`config.mk`:
```
export PLATFORM = sky130hd
export DESIGN_NAME = squared_seq
export DESIGN_NICKNAME = d
export VERILOG_FILES = /design/src/rtl/squared_seq.sv
export SDC_FILE = /design/constraint.sdc
export NUM_CORES = 1
export LEC_CHECK = 0
export CORE_MARGIN = 4
export CORE_UTILIZATION = 39
export DETAILED_ROUTE_END_ITERATION = 10
export MAX_ROUTING_LAYER = met4
export PLACE_DENSITY_LB_ADDON = 0.08
export RECOVER_POWER = 25
export SYNTH_ARGS = -nofsm -noshare
export SYNTH_HDL_FRONTEND = slang
export SYNTH_SLANG_ARGS = --single-unit
```
`constraint.sdc`:
```
create_clock -name clk -period 3.2 [get_ports clk]
set_clock_uncertainty 0.1 [all_clocks]
set_input_delay 0.8 -clock clk [delete_from_list [all_inputs] [get_ports clk]]
set_output_delay 0.8 -clock clk [all_outputs]
set_load 0.1 [all_outputs]
```
`src/rtl/squared_seq.sv`:
```
// Issue sequencer for the `squared` power stage: tags FFT bins with index/group
// and framing, throttles on downstream credits, and signals run completion.
module squared_seq #(
  parameter int I_BW     = 14,
  parameter int N_BINS   = 513,
  parameter int N_GROUPS = 89,
  parameter int CREDITS  = 4
) (
  input  logic                   clk,
  input  logic                   rst,
  input  logic                   start,
  input  logic                   abort,
  output logic                   busy,
  output logic                   done,
  output logic                   err,
  input  logic signed [I_BW-1:0] s_data,
  input  logic                   s_valid,
  output logic                   s_ready,
  output logic signed [I_BW-1:0] sq_data_i,
  output logic                   sq_di_en,
  output logic [9:0]             sq_in_group_idx,
  output logic [6:0]             sq_in_group_num,
  output logic                   sq_is_first_in,
  output logic                   sq_is_last_in,
  input  logic                   sq_do_en,
  input  logic                   credit_ret
);

  localparam int            CW       = $clog2(CREDITS + 1);
  localparam logic [CW-1:0] CRED_MAX = CW'(CREDITS);
  localparam logic [9:0]    LAST_BIN = 10'(N_BINS - 1);
  localparam logic [6:0]    LAST_GRP = 7'(N_GROUPS - 1);

  typedef enum logic [1:0] {
    IDLE,
    RUN,
    DRAIN,
    DONE
  } state_t;

  state_t        state;
  logic [9:0]    bin_cnt;
  logic [6:0]    grp_cnt;
  logic [CW-1:0] credits;
  logic [CW-1:0] credits_nxt;
  logic [CW-1:0] outstanding;
  logic [CW-1:0] outstanding_nxt;
  logic          issue;
  logic          issue_go;
  logic          credit_err;
  logic          retire_err;
  logic          last_bin;
  logic          last_sample;

  // s_ready looks only at registered state so upstream never sees a loop through s_valid.
  assign s_ready     = (state == RUN) && (credits != '0);
  assign issue       = s_valid && s_ready;
  // A handshake coinciding with abort is dropped: no strobe, no slot consumed.
  assign issue_go    = issue && !abort;
  assign last_bin    = (bin_cnt == LAST_BIN);
  assign last_sample = last_bin && (grp_cnt == LAST_GRP);

  // NOTE: every output of an always_comb gets a default first, so no path can leave it unassigned and infer a latch.
  always_comb begin
    credits_nxt = credits;
    credit_err  = 1'b0;
    if (issue_go && !credit_ret) begin
      credits_nxt = credits - CW'(1);
    end else if (credit_ret && !issue_go) begin
      if (credits == CRED_MAX) credit_err  = 1'b1;
      else                     credits_nxt = credits + CW'(1);
    end
  end

  always_comb begin
    outstanding_nxt = outstanding;
    retire_err      = 1'b0;
    if (issue_go && !sq_do_en) begin
      if (outstanding != CRED_MAX) outstanding_nxt = outstanding + CW'(1);
    end else if (sq_do_en && !issue_go) begin
      if (outstanding == '0) retire_err      = 1'b1;
      else                   outstanding_nxt = outstanding - CW'(1);
    end
    if (abort) outstanding_nxt = '0;
  end

  // NOTE: sequential state uses non-blocking assignments so every flop samples pre-edge values.
  always_ff @(posedge clk or negedge rst) begin
    if (!rst) begin
      state           <= IDLE;
      bin_cnt         <= '0;
      grp_cnt         <= '0;
      credits         <= CRED_MAX;
      outstanding     <= '0;
      busy            <= 1'b0;
      done            <= 1'b0;
      err             <= 1'b0;
      sq_data_i       <= '0;
      sq_di_en        <= 1'b0;
      sq_in_group_idx <= '0;
      sq_in_group_num <= '0;
      sq_is_first_in  <= 1'b0;
      sq_is_last_in   <= 1'b0;
    end else begin
      credits     <= credits_nxt;
      outstanding <= outstanding_nxt;
      if (credit_err || retire_err) err <= 1'b1;

      sq_di_en <= issue_go;
      done     <= 1'b0;
      if (issue_go) begin
        sq_data_i       <= s_data;
        sq_in_group_idx <= bin_cnt;
        sq_in_group_num <= grp_cnt;
        sq_is_first_in  <= (bin_cnt == '0) && (grp_cnt == '0);
        sq_is_last_in   <= last_sample;
      end

      if (abort) begin
        state   <= IDLE;
        busy    <= 1'b0;
        bin_cnt <= '0;
        grp_cnt <= '0;
      end else begin
        case (state)
          IDLE: begin
            if (start) begin
              state   <= RUN;
              busy    <= 1'b1;
              bin_cnt <= '0;
              grp_cnt <= '0;
            end
          end
          RUN: begin
            if (issue_go) begin
              if (last_sample) begin
                state   <= DRAIN;
                bin_cnt <= '0;
                grp_cnt <= '0;
              end else if (last_bin) begin
                bin_cnt <= '0;
                grp_cnt <= grp_cnt + 7'd1;
              end else begin
                bin_cnt <= bin_cnt + 10'd1;
              end
            end
          end
          DRAIN: begin
            // Completion counts a retire landing on this very cycle.
            if (outstanding_nxt == '0) begin
              state <= DONE;
              busy  <= 1'b0;
              done  <= 1'b1;
            end
          end
          DONE: begin
            state <= IDLE;
          end
          default: begin
            state <= IDLE;
            busy  <= 1'b0;
          end
        endcase
      end
    end
  end

endmodule
```
==> flow_summary.yaml <==
run_status:
  outcome: "finished clean"
clocking:
  clk_pin_slew_worst_paths_ns: 0.07
  clock_latency_ns: 0.33
  cts_setup_buffers: 0
  cts_max_level: 3
  cts_hold_repair.buffers: 0
  cts-resized-gates: 0
  cts_buffers: 9
  clk_path_buf_depth: 2
  clockRootBuffer: "clkbuf_8"
  cts_tree: "yes"
  cts_sinks: 62
yosys:
  async_reset_ff_share_pct: 100
  synth_cells: 331
  syn_nets: 365
  ys_seq_elements: 62
  synthDistinctLibCells: 44
  syn_avg_cell_area_sq_um: 9.08
  yosys_most_used_dff: "dfrtp_1"
  synth-edff-count: 0
  yosysWarningCount: 0
  synth_area_sq_um: 3010
  ys_seq_area_share_pct: 51.7
final_layout:
  layout_common_cells: "nand2_1 (100), dfrtp_1 (61), buf_4 (45)"
  multi_input_area_sq_um: 1340
  fillers: 720
  area_growth_pct: 26.4
  drive_above_1_share_pct: 16.1
  final_common_cell: "nand2_1"
  seq_area_sq_um: 1550
  num_antenna_cells: 0
  finalNetCount: 433
  fin_area_sq_um: 3800
place:
  place_hpwl_mm: 4.84
  io_buffer_count: 58
  placed_area_sq_um: 3650
  gp_congestion: 0.779
job:
  maxCapViolCount: 0
global_routing:
  grt_overflow_total: 0
  grt_usage_pct: 16.4
  grt_pass1_wl_mm: 11.4
  grt_max_degree: 37
  first_global_vias: 2454
  antenna_found_initial: 0
drt:
  wirelength_mm: 6.80
  avgViaCountPerCell: 5.00
  drt_iter0_markers: 104
  routedWlPerCell_um: 13.5
  drtAntennaViolNets: 0
  drtPass1Iterations: 4
  drc: 0
  vias: 2514
hold_path:
  holdCritPathClass: "reg -> reg"
floorplanning:
  dieArea_sq_um: 9170
  core_area_sq_um: 7370
  initial_core_util_pct: 40.8
  ios: 59
  die_height_um: 95.8
  fp-row-count: 31
  die_x_um: 95.8
sta:
  setup_violations: 0
  period_share_pct: 87.5
  period_needed_ns: 2.80
  tns_ns: 0
  slew_viol_final: 0
  tightest_slew_ns: 1.43
  rsz0062_at_grt: "no"
  hold_violations: 0
  fmax_ghz: 0.357
  relSlewSlack_pct: 4.35
power_and_ir_drop:
  leakage_nw: 1.89
  p_per_area_nw_per_um2: 883
  ir_drop_mv: 0.404
  power_frac_seq_pct: 31.8
  swShare_pct: 51.0
  p_clk_share_pct: 17.6
  p_int_w: 0.00164
  p_switching_w: 0.00171
  comb_power_share_pct: 50.6
worst_setup_path:
  slowest_delay_ns: 0.47
  critPathMaxFanout: 12
  slowest_stage: "clkdlybuf4s50_1"
  path_class: "in -> reg"
  worstPathCellList: "clkdlybuf4s50_1 -> o31a_1 -> nand2_4 -> inv_2 -> ha_1 -> inv_1 -> fa_1 -> nor4_1 -> a21oi_1 -> nor2_1 -> a221oi_1"
  crit_arrival_ns: 2.95
  critPathRequiredTime_ns: 3.35
  start_kind: "primary input"
  critPathCaptureType: "register"
-- routing by layer --
metal	GRT usage [%]	part of all wire [%]
met1	21.4	48
met3	3.44	4.9
met4	5.69	1.3
met2	25.5	46
met5	-	0
-- final cells by class --
cell class | instances | share of cell area [%]
Inverter | 21 | 2.08
Multi-Input combinational cell | 239 | 35.2
Clock buffer | 12 | 3.82
Tap cell | 99 | 3.26
Sequential cell | 62 | 40.9
Clock inverter | 4 | 0.593
Timing Repair Buffer | 66 | 14.1
-- flip-flops by register name (all words and copies together), names as in the netlist --
register         cells
sq_in_group_num      7
sq_is_first_in       1
state                2
done                 1
bin_cnt             10
sq_di_en             1
credits              3
err                  1
sq_is_last_in        1
outstanding          3
busy                 1
sq_data_i           14
grp_cnt              7
sq_in_group_idx     10
-- power by group through the flow --
| stage | Clock, W | Combinational [W] | Sequential [W] |
|---|---|---|---|
| 6_report | 0.000590 | 0.00170 | 0.00107 |
| 5_1_grt | 0.000650 | 0.00182 | 0.00109 |
| 4_1_cts | 0.000612 | 0.00172 | 0.00107 |
| 3_5_place_dp | 0 | 0.00171 | 0.00108 |
| 3_3_place_gp | 0 | 0.00170 | 0.00108 |
| 2_1_floorplan | 0 | 0.000524 | 0.00187 |
-- final timing paths --
kind | to | slack (ns) | from | cells after the start
max | credits[2]$_DFFE_PN1P_ | 0.40 | s_valid | 11
min | sq_in_group_idx[3]$_DFFE_PN0P_ | 0.38 | sq_in_group_idx[3]$_DFFE_PN0P_ | 2
max reg2reg | grp_cnt[0]$_DFFE_PN0P_ | 0.52 | bin_cnt[0]$_DFFE_PN0P_ | 9
min reg2reg | sq_in_group_idx[3]$_DFFE_PN0P_ | 0.38 | sq_in_group_idx[3]$_DFFE_PN0P_ | 2
max in group asynchronous | sq_in_group_num[0]$_DFFE_PN0P_ | 0.74 | rst | 2
min in group asynchronous | sq_di_en$_DFF_PN0_ | 0.69 | rst | 1
-- cell usage after synthesis, types with 5 or more instances --
library cell  instances  area share (%)
nor4_1                5             1.0
o31ai_1               5             1.2
nand3_1               8             1.3
nand2_1             100              12
nand4_1               6             1.2
a21oi_1               8             1.3
dfrtp_1              61              51
o21ai_0              19             3.2
nor2_1               21             2.6
and3_1                5             1.0
clkbuf_1              7            0.87
xnor2_1               5             1.5
inv_1                20             2.5
ha_1                 12             5.0
-- per-stage QoR --
| step | utilization [%] | cells | power, W | worst slack, ns | hold WS, ns |
|---|---|---|---|---|---|
| floorplan | - | 331 | 0.00239 | 0.0784 | 0.384 |
| global placement | 49.5 | 487 | 0.00278 | 0.121 | 0.358 |
| detailed placement | 49.5 | 487 | 0.00279 | 0.0441 | 0.366 |
| CTS | 51.8 | 503 | 0.00340 | 0.404 | 0.382 |
| global route | 51.5 | 503 | 0.00356 | 0.179 | 0.396 |
| finish | 51.5 | 503 | 0.00336 | 0.401 | 0.376 |
-- cell families (layout without fill, tap and decap cells) --
| kind of cell | after synthesis | after routing | share of synthesized area (%) |
|---|---|---|---|
| mux | 4 | 4 | 1.33 |
| flops | 62 | 62 | 51.7 |
| simple gates | 162 | 162 | 23.7 |
| fa+ha+maj | 13 | 13 | 5.66 |
| xor+xnor | 9 | 9 | 2.62 |
| buf+inv | 30 | 103 | 3.79 |
| compound gates | 51 | 51 | 11.2 |
-- worst max-delay path, delay by kind of cell --
family	cells	cell delay, ns
compound gates	3	0.35
buf+inv	3	0.67
simple gates	3	0.51
fa+ha+maj	2	0.63
(Power assumes the default switching activity.)
